## src/rtl/platform_manager.sv

```systemverilog
// Owns the game's jump platforms: once per VGA frame it checks the doodle for a landing,
// then scrolls and respawns the platforms. It also serves a registered per-pixel platform flag.
module platform_manager #(
    parameter int NUM_PLAT   = 8,
    parameter int PLAT_W     = 64,
    parameter int PLAT_H     = 8,
    parameter int SCREEN_W   = 640,
    parameter int SCREEN_H   = 480,
    parameter int MAX_SCROLL = 32
) (
    input  logic        Clk,
    input  logic        Reset_n,
    input  logic        frame_clk,
    input  logic [9:0]  scroll_amt,
    input  logic [9:0]  DoodleX,
    input  logic [9:0]  DoodleY,
    input  logic [9:0]  DoodleS,
    input  logic        falling,
    input  logic [9:0]  DrawX,
    input  logic [9:0]  DrawY,
    output logic        plat_on,
    output logic        land_pulse,
    output logic [9:0]  land_y,
    output logic [15:0] score,
    output logic        busy,
    output logic        frame_overrun
);
    localparam int IDX_W = $clog2(NUM_PLAT);
    localparam logic [IDX_W-1:0] LAST_IDX = IDX_W'(NUM_PLAT - 1);
    localparam logic [10:0] W11     = 11'(PLAT_W);
    localparam logic [10:0] H11     = 11'(PLAT_H);
    localparam logic [10:0] SH11    = 11'(SCREEN_H);
    localparam logic [9:0]  X_SPAN  = 10'(SCREEN_W - PLAT_W);
    localparam logic [9:0]  MAX_SAT = 10'(MAX_SCROLL);

    typedef enum logic [1:0] {IDLE, COLLIDE, SCROLL} state_t;

    state_t             state_q, state_d;
    logic [IDX_W-1:0]   idx_q, idx_d;
    logic [9:0]         px_q [NUM_PLAT];
    logic [9:0]         px_d [NUM_PLAT];
    logic [9:0]         py_q [NUM_PLAT];
    logic [9:0]         py_d [NUM_PLAT];
    logic [15:0]        lfsr_q, lfsr_d;
    logic               sync1_q, sync1_d, sync2_q, sync2_d, sync3_q, sync3_d;
    logic               tick_q, tick_d;
    logic [9:0]         dx_q, dx_d, dy_q, dy_d, ds_q, ds_d, sat_q, sat_d;
    logic               fall_q, fall_d;
    logic               hit_found_q, hit_found_d;
    logic [9:0]         win_y_q, win_y_d;
    logic [9:0]         land_y_q, land_y_d;
    logic [15:0]        score_q, score_d;
    logic               busy_q, busy_d;
    logic               overrun_q, overrun_d;
    logic               plat_on_q, plat_on_d;

    logic [10:0] cur_x, cur_y, bottom, ny, ny_wrapped;
    logic        hit_now, wrap;
    logic [9:0]  rnd, new_x, new_y, win_y;
    logic [16:0] score_sum;

    always_comb begin
        sync1_d = frame_clk;
        sync2_d = sync1_q;
        sync3_d = sync2_q;
        tick_d  = sync2_q & ~sync3_q;
        lfsr_d  = {lfsr_q[14:0], lfsr_q[15] ^ lfsr_q[13] ^ lfsr_q[12] ^ lfsr_q[10]};
    end

    // Per-platform datapath for whichever platform idx_q currently selects
    always_comb begin
        cur_x      = {1'b0, px_q[idx_q]};
        cur_y      = {1'b0, py_q[idx_q]};
        bottom     = {1'b0, dy_q} + {1'b0, ds_q};
        hit_now    = fall_q && (bottom >= cur_y) && (bottom < cur_y + H11)
                     && ({1'b0, dx_q} + {1'b0, ds_q} > cur_x)
                     && ({1'b0, dx_q} < cur_x + W11 + {1'b0, ds_q});
        ny         = cur_y + {1'b0, sat_q};
        wrap       = ny >= SH11;
        ny_wrapped = ny - SH11;
        new_y      = wrap ? ny_wrapped[9:0] : ny[9:0];
        rnd        = lfsr_q[9:0];
        new_x      = (rnd < X_SPAN) ? rnd : rnd - X_SPAN;
        score_sum  = {1'b0, score_q} + {7'd0, sat_q};
        win_y      = hit_found_q ? win_y_q : cur_y[9:0];
    end

    always_comb begin
        state_d     = state_q;
        idx_d       = idx_q;
        dx_d        = dx_q;
        dy_d        = dy_q;
        ds_d        = ds_q;
        fall_d      = fall_q;
        sat_d       = sat_q;
        hit_found_d = hit_found_q;
        win_y_d     = win_y_q;
        land_y_d    = land_y_q;
        score_d     = score_q;
        busy_d      = busy_q;
        overrun_d   = overrun_q | (tick_q & busy_q);
        px_d        = px_q;
        py_d        = py_q;
        land_pulse  = 1'b0;
        land_y      = land_y_q;
        unique case (state_q)
            IDLE: begin
                if (tick_q) begin
                    dx_d        = DoodleX;
                    dy_d        = DoodleY;
                    ds_d        = DoodleS;
                    fall_d      = falling;
                    sat_d       = (scroll_amt > MAX_SAT) ? MAX_SAT : scroll_amt;
                    hit_found_d = 1'b0;
                    busy_d      = 1'b1;
                    idx_d       = '0;
                    state_d     = COLLIDE;
                end
            end
            COLLIDE: begin
                if (hit_now && !hit_found_q) begin
                    hit_found_d = 1'b1;
                    win_y_d     = cur_y[9:0];
                end
                if (idx_q == LAST_IDX) begin
                    // The strobe is raised on the final compare so it lines up with that cycle
                    if (hit_found_q || hit_now) begin
                        land_pulse = 1'b1;
                        land_y     = win_y;
                        land_y_d   = win_y;
                    end
                    idx_d   = '0;
                    state_d = SCROLL;
                end else begin
                    idx_d = idx_q + IDX_W'(1);
                end
            end
            SCROLL: begin
                py_d[idx_q] = new_y;
                if (wrap) px_d[idx_q] = new_x;
                if (idx_q == LAST_IDX) begin
                    score_d = score_sum[16] ? 16'hFFFF : score_sum[15:0];
                    busy_d  = 1'b0;
                    idx_d   = '0;
                    state_d = IDLE;
                end else begin
                    idx_d = idx_q + IDX_W'(1);
                end
            end
            default: state_d = IDLE;
        endcase
    end

    always_comb begin
        plat_on_d = 1'b0;
        for (int i = 0; i < NUM_PLAT; i++) begin
            if (({1'b0, DrawX} >= {1'b0, px_q[i]}) && ({1'b0, DrawX} < {1'b0, px_q[i]} + W11)
                && ({1'b0, DrawY} >= {1'b0, py_q[i]}) && ({1'b0, DrawY} < {1'b0, py_q[i]} + H11))
                plat_on_d = 1'b1;
        end
    end

    always_ff @(posedge Clk or negedge Reset_n) begin
        if (!Reset_n) begin
            state_q     <= IDLE;
            idx_q       <= '0;
            lfsr_q      <= 16'hACE1;
            sync1_q     <= 1'b0;
            sync2_q     <= 1'b0;
            sync3_q     <= 1'b0;
            tick_q      <= 1'b0;
            dx_q        <= '0;
            dy_q        <= '0;
            ds_q        <= '0;
            fall_q      <= 1'b0;
            sat_q       <= '0;
            hit_found_q <= 1'b0;
            win_y_q     <= '0;
            land_y_q    <= '0;
            score_q     <= '0;
            busy_q      <= 1'b0;
            overrun_q   <= 1'b0;
            plat_on_q   <= 1'b0;
            for (int i = 0; i < NUM_PLAT; i++) begin
                px_q[i] <= 10'(i * 80);
                py_q[i] <= 10'(i * (SCREEN_H / NUM_PLAT));
            end
        end else begin
            state_q     <= state_d;
            idx_q       <= idx_d;
            lfsr_q      <= lfsr_d;
            sync1_q     <= sync1_d;
            sync2_q     <= sync2_d;
            sync3_q     <= sync3_d;
            tick_q      <= tick_d;
            dx_q        <= dx_d;
            dy_q        <= dy_d;
            ds_q        <= ds_d;
            fall_q      <= fall_d;
            sat_q       <= sat_d;
            hit_found_q <= hit_found_d;
            win_y_q     <= win_y_d;
            land_y_q    <= land_y_d;
            score_q     <= score_d;
            busy_q      <= busy_d;
            overrun_q   <= overrun_d;
            plat_on_q   <= plat_on_d;
            px_q        <= px_d;
            py_q        <= py_d;
        end
    end

    assign plat_on       = plat_on_q;
    assign score         = score_q;
    assign busy          = busy_q;
    assign frame_overrun = overrun_q;

endmodule

```

## config.mk

```make
export PLATFORM = sky130hd
export DESIGN_NAME = platform_manager
export DESIGN_NICKNAME = d
export VERILOG_FILES = /design/src/rtl/platform_manager.sv
export SDC_FILE = /design/constraint.sdc
export NUM_CORES = 1
export LEC_CHECK = 0
export ABC_AREA = 1
export BUFFER_PORTS_ARGS = -buffer_cell sky130_fd_sc_hd__buf_2
export CAP_MARGIN = 20
export CORE_UTILIZATION = 50
export CTS_CLUSTER_SIZE = 28
export DETAILED_ROUTE_END_ITERATION = 16
export HOLD_SLACK_MARGIN = 0.06
export PLACE_DENSITY = 0.71
export SYNTH_ARGS = -nofsm -noshare
export SYNTH_HDL_FRONTEND = slang
export SYNTH_SLANG_ARGS = --single-unit
```

## constraint.sdc

```tcl
create_clock -name Clk -period 7.8 [get_ports Clk]
set_input_delay 0.78 -clock Clk [delete_from_list [all_inputs] [get_ports Clk]]
set_output_delay 0.78 -clock Clk [all_outputs]
set_load 0.05 [all_outputs]
```

==> results.py, run 1 <==
metrics = {
    "run_status": {
        "status": "complete, no violations",
    },
    "logic_synthesis": {
        "ys_warn_count": 0,
        "yosysSeqAreaShare_pct": 31.0,
        "synth_fp_nets": 3272,
        "ys_types": 50,
        "syn_area_per_cell_um2": 7.64,
        "synth_ff_type": "dfrtp_1",
        "async_flop_share_pct": 100,
        "postSynthCellCount": 2836,
        "netlist_area_um2": 21700,
        "synth-edff-count": 0,
        "ys_ff_latch": 266,
    },
    "sta": {
        "tightest_slew_ns": 1.12,
        "setup_viol": 0,
        "hold_violations": 0,
        "slew-limit-headroom_pct": 25.1,
        "grt_setup_unrepaired": "false",
        "layout_setup_ws_ns": 0.451,
        "min_period_ns": 7.35,
        "slew_violations": 0,
        "skew_ns": 0.0296,
        "setup_tns_ns": 0,
        "period_share_pct": 94.2,
        "fmaxAchievable_mhz": 136,
    },
    "floorplanning": {
        "design.die.area_um2": 44200,
        "coreArea_um2": 42300,
        "initial_core_util_pct": 51.2,
        "chipWidth_um": 210,
        "rows": 75,
        "ios": 94,
        "die_y_um": 210,
    },
    "cells_and_area": {
        "nFillCells": 3985,
        "drive_gt1_share_pct": 8.29,
        "layout_commonest_cell": "nand2_1",
        "nets": 3369,
        "final_cell_mix": "744 x nand2_1, 370 x inv_1, 367 x ha_1",
        "area.growth.synth_to_final_pct": 10.4,
        "final_area_um2": 23900,
    },
    "setup_path": {
        "critPathMaxFanout": 21,
        "setup.worst_path.end_class": "primary output",
        "cp_top_family": "compound AO/OA/AOI/OAI gates",
        "r2r_cells": 28,
        "worst-setup-path-type": "reg -> out",
        "critPathMaxStageDelay_ns": 0.59,
        "r2r-end": "win_y_q[6]",
        "crit_required_ns": 7.02,
        "r2r_setup_slack_ns": 1.92,
        "cp-startpoint": "idx_q[1]",
        "timing.rr.start": "idx_q[1]",
        "cpMaxStageDelayCell": "dfrtp_1",
        "cp.buffers_inverters": 5,
        "startpoint_type": "register",
        "cp.arrival_ns": 6.57,
    },
    "clocking": {
        "cts.sinks": 266,
        "cts_buffers": 31,
        "clockBufferDepth": 3,
        "cts-root-buf": "clkbuf_16",
        "clock_latency_ns": 0.59,
        "clkTransAtPathRegs_ns": 0.06,
        "htree_num_levels": 1,
        "holdBufCountCts": 0,
        "cts_tree": "yes",
    },
    "detailed_routing": {
        "drc": 0,
        "drt-initial-drc-count": 1795,
        "dr.pass1.iters": 5,
        "dr_total_vias": 20046,
        "viasPerCell": 5.67,
        "ant_nets": 0,
        "drt_wl_total_mm": 67.7,
        "post_drt_wl_per_cell_um": 19.1,
    },
    "pwr": {
        "finalPower_mw": 7.56,
        "power_density_nw_per_um2": 316,
        "leakagePower_nw": 11.5,
        "peakVddDrop_mv": 0.230,
    },
    "placed_design": {
        "pre_cts_ws_ns": 0.879,
        "port_buffers": 93,
        "routabilityCongestion": 0.997,
        "dp_hpwl_mm": 51.8,
        "postPlaceCellArea_um2": 22800,
    },
    "flow_run": {
        "cap_violations": 0,
    },
    "grt": {
        "grt_pass1_wl_mm": 105,
        "grt_usage_pct": 30.5,
        "grt_max_degree": 169,
        "grt_overflow": 0,
        "grt_pass1_vias": 19222,
        "antenna_found_initial": 1,
    },
    "worst_hold_path": {
        "hp-class": "in -> async",
    },
}
through the flow:
step | std cells | util (%) | hold slack (ns)
floorplan | 2836 | - | 0.331
global route | 3534 | 56.5 | 0.251
finish | 3535 | 56.5 | 0.178
detailed placement | 3477 | 53.9 | 0.344
CTS | 3534 | 56.5 | 0.224
global placement | 3476 | 53.9 | 0.342
cell families (layout without fill, tap and decap cells):
group / count (synthesis) / in the layout / share of synthesized area (%)
simple gates: 1130 / 1130 / 21.4
compound gates: 536 / 536 / 14.2
buf+inv: 432 / 553 / 7.67
fa+ha+maj: 372 / 372 / 21.6
flops: 266 / 266 / 31.0
xor+xnor: 99 / 99 / 4.00
mux: 1 / 1 / 0.0462
other cells: 0 / 1 / 0
state kept, by name, summed over array words and instances (netlist names), 2 cells and up:
signal	flops
py_q	80
lfsr_q	16
win_y_q	10
idx_q	3
land_y_q	10
ds_q	10
px_q	80
sat_q	10
state_q	2
dy_q	10
dx_q	10
score	16
cell type report:
class	instances	area, um2	area share, %
multi-input combinational	2138	13300	55.6
inverter	380	1430	5.99
timing repair buffer	116	661	2.76
antenna	1	2.50	0.0105
clock inverter	16	226	0.946
tap	577	722	3.02
sequential	266	6730	28.1
clock buffer	41	863	3.61
report_power, final:
part / total [mW] / internal [mW] / switching [mW]
sequential: 1.99 / 1.68 / 0.305
clock: 1.57 / 0.942 / 0.628
combinational: 4.00 / 1.38 / 2.62
timing repair:
| action | in CTS | in global routing |
|---|---|---|
| gates resized for setup | 0 | 4 |
| endpoints found under the setup margin | 0 | 11 |
| setup buffers | 0 | 0 |
worst max-delay path by stage:
stage / end / cells after the start / slack [ns]
4_1_cts: land_y[7] / 26 / 0.25
3_3_place_gp: land_y[1] / 27 / 1.17
6_report: land_y[7] / 27 / 0.45
5_1_grt: land_y[3] / 26 / 0.04
3_5_place_dp: land_y[7] / 26 / 0.88
2_1_floorplan: land_y[9] / 28 / 1.60
Yosys cell counts, drive strengths merged, types with 16 or more instances:
library cell	n	area, um2
a21oi	166	846
o211ai	20	150
inv	373	1400
dfrtp	210	5260
xor2	66	578
nor2	152	576
o21ai	218	1090
buf	21	115
nor3	29	145
ha	367	4590
nand2	746	2800
xnor2	33	289
nor4	16	100
a221oi	19	166
nand4	27	175
clkbuf	31	118
nand3	143	716
dfstp	56	1470
o22ai	25	156
per-layer routing:
metal,GRT usage (%),routed length [um],vias up
li1,-,-,9694
met1,41.5,30300,9547
met2,49.8,30700,667
met3,4.37,4370,138
met4,9.72,2220,0
met5,0,0,-
Power figures use the tool's default switching activity.
==> inputs of run 2 (changes only) <==
--- a/config.mk
+++ b/config.mk
@@ -5,7 +5,7 @@
 export SDC_FILE = /design/constraint.sdc
 export NUM_CORES = 1
 export LEC_CHECK = 0
-export ABC_AREA = 1
+export ABC_AREA = 0
 export BUFFER_PORTS_ARGS = -buffer_cell sky130_fd_sc_hd__buf_2
 export CAP_MARGIN = 20
 export CORE_UTILIZATION = 50
==> run 2 against run 1 <==
Net effect: power shrank 2.9%; cell count shrank 16%; clock power shrank 3%; die area shrank 0.18%; combinational power shrank 3%; routed wire length shrank 10%; sequential share of layout area grew 0.12 points; highest routed layer unchanged.
==> results.py, run 2 <==
metrics = {
    "clocking": {
        "holdBufCountCts": 0,
        "clock_latency_ns": 0.59,
        "cts_buffers": 30,
        "cts-root-buf": "clkbuf_16",
        "htree_num_levels": 1,
        "clockBufferDepth": 3,
        "cts.sinks": 266,
        "clkTransAtPathRegs_ns": 0.07,
        "cts_tree": "yes",
    },
    "logic_synthesis": {
        "ys_types": 85,
        "synth.most_common_cell": "ha_1",
        "synth.area.top_cells": "dfrtp_1 24%, ha_1 21%, dfstp_2 6.8%",
        "ys_ff_latch": 266,
        "postSynthCellCount": 2277,
        "synth-edff-count": 0,
        "synth_top_area_share_pct": 24.3,
        "netlist_area_um2": 21600,
        "syn_area_per_cell_um2": 9.50,
        "synth_ff_type": "dfrtp_1",
        "yosysSeqAreaShare_pct": 31.1,
        "async_flop_share_pct": 100,
        "yosys.area.top_type": "dfrtp_1",
        "yosys-top-cells-count": "367 x ha_1, 237 x inv_1, 210 x dfrtp_1, 177 x o21ai_0, 170 x nand2_1",
        "ys_warn_count": 0,
        "synth_fp_nets": 2713,
    },
    "detailed_routing": {
        "dr.pass1.iters": 5,
        "ant_nets": 0,
        "viasPerCell": 5.97,
        "drc": 0,
        "drt-initial-drc-count": 1219,
        "drt_wl_total_mm": 60.7,
        "post_drt_wl_per_cell_um": 20.4,
        "dr_total_vias": 17729,
    },
    "setup_path": {
        "cp.buffers_inverters": 4,
        "critPathMaxStageDelay_ns": 0.62,
        "cpMaxStageDelayCell": "dfrtp_4",
        "setup.worst_path.end_class": "primary output",
        "cp_top_family": "compound AO/OA/AOI/OAI gates",
        "crit_required_ns": 7.02,
        "critPathMostFrequentCell": "o21ai_0",
        "cp.arrival_ns": 6.42,
        "startpoint_type": "register",
        "worst-setup-path-type": "reg -> out",
        "critPathMaxFanout": 32,
    },
    "pwr": {
        "seqPwrFrac_pct": 26.1,
        "leakagePower_nw": 10.7,
        "power_density_nw_per_um2": 308,
        "internal_power_mw": 4.12,
        "switchingPower_mw": 3.22,
        "swShare_pct": 43.8,
        "combinationalPowerShare_pct": 53.2,
        "peakVddDrop_mv": 0.198,
        "clkPwrFrac_pct": 20.7,
    },
    "sta": {
        "period_share_pct": 92.2,
        "setup_tns_ns": 0,
        "hold_violations": 0,
        "setup_viol": 0,
        "slew-limit-headroom_pct": 27.3,
        "layout_setup_ws_ns": 0.605,
        "fmaxAchievable_mhz": 139,
        "min_period_ns": 7.20,
        "skew_ns": 0.0141,
        "grt_setup_unrepaired": "false",
        "hold_ws_ns": 0.193,
        "slew_violations": 0,
        "tightest_slew_ns": 1.09,
    },
    "grt": {
        "antenna_found_initial": 2,
        "grt_pass1_vias": 17946,
        "grt_overflow": 0,
        "grt_max_degree": 186,
        "grt_pass1_wl_mm": 96.2,
        "grt_usage_pct": 27.7,
    },
    "worst_hold_path": {
        "hp-class": "in -> async",
    },
    "floorplanning": {
        "design.die.area_um2": 44100,
        "rows": 75,
        "chipWidth_um": 210,
        "ios": 94,
        "die_y_um": 210,
        "coreArea_um2": 42300,
        "initial_core_util_pct": 51.1,
    },
    "cells_and_area": {
        "fin_cells": 2969,
        "nFillCells": 3651,
        "area.growth.synth_to_final_pct": 10.3,
        "final_cell_mix": "367 x ha_1, 237 x inv_1, 208 x dfrtp_1",
        "diodes": 0,
        "nets": 2804,
        "drive_gt1_share_pct": 16.8,
        "layout_commonest_cell": "ha_1",
        "reg_top3": "px_q x80, py_q x80",
    },
    "flow_run": {
        "cap_violations": 0,
    },
    "placed_design": {
        "post-place-cells": 2911,
        "routabilityCongestion": 0.952,
        "pre_cts_ws_ns": 1.03,
        "dp_hpwl_mm": 46.3,
        "port_buffers": 93,
    },
    "run_status": {
        "status": "complete, no violations",
    },
}
[run 2: changes by cell type after synthesis, sizes merged, moves of 43 or more]
cell | previous run | this run
nand2 | 746 | 170
inv | 373 | 237
mux2 | 0 | 128
nand3 | 143 | 64
nor2 | 152 | 84
xor2 | 66 | 10
xnor2 | 33 | 86
a21oi | 166 | 123
[run 2: area by class of cell]
class	count	area [um2]	share of cell area (%)
clock buffer	34	806	3.38
timing repair buffer	122	714	2.99
multi-input combinational	1711	13700	57.5
tap	577	722	3.03
clock inverter	22	263	1.10
sequential	266	6730	28.2
inverter	237	890	3.73
[run 2: kinds of logic after synthesis]
| logic type | share of synthesized area [%] |
|---|---|
| xor+xnor | 3.92 |
| compound gates | 16.9 |
| mux | 9.40 |
| fa+ha+maj | 21.7 |
| simple gates | 11.6 |
| buf+inv | 5.49 |
| flops | 31.1 |
[run 2: metrics by stage]
step	power [mW]	cell area (um2)	util, %
floorplan	4.66	21600	-
global placement	5.60	22800	53.8
detailed placement	5.76	22800	53.8
CTS	7.32	23800	56.3
global route	7.90	23900	56.4
finish	7.34	23900	56.4
[run 2: repair_timing]
action,4_1_cts,5_1_grt
setup buffers,0,0
gates resized for setup,0,4
endpoints found under the setup margin,0,10
[run 2: routing by layer]
metal  global-route usage (%)  wire length (um)  vias up
met3                     4.57              3670      139
li1                         -                 -     8388
met5                        0                 0        -
met2                     46.8             28600      538
met4                     9.84              2280        0
met1                     35.8             26100     8664
[run 2: final timing paths]
check	startpoint	endpoint	slack, ns	depth (start not counted)
setup / recovery	idx_q[0]	land_y[9]	0.60	26
hold reg to reg	sync1_q	sync2_q	0.35	0
hold / removal	Reset_n	land_y_q[0]	0.19	1
min in group Clk	frame_clk	sync1_q	0.30	1
setup reg to reg	idx_q[0]	win_y_q[0]	1.57	25
max in group asynchronous	Reset_n	score[2]	6.11	2
[run 2: power by group through the flow]
stage	Clock, mW	Combinational (mW)	Sequential [mW]
final	1.52	3.90	1.92
after global routing	1.59	4.36	1.94
after CTS	1.54	3.87	1.91
after detailed placement	0	3.84	1.93
after global placement	0	3.68	1.92
after floorplan	0	2.87	1.80
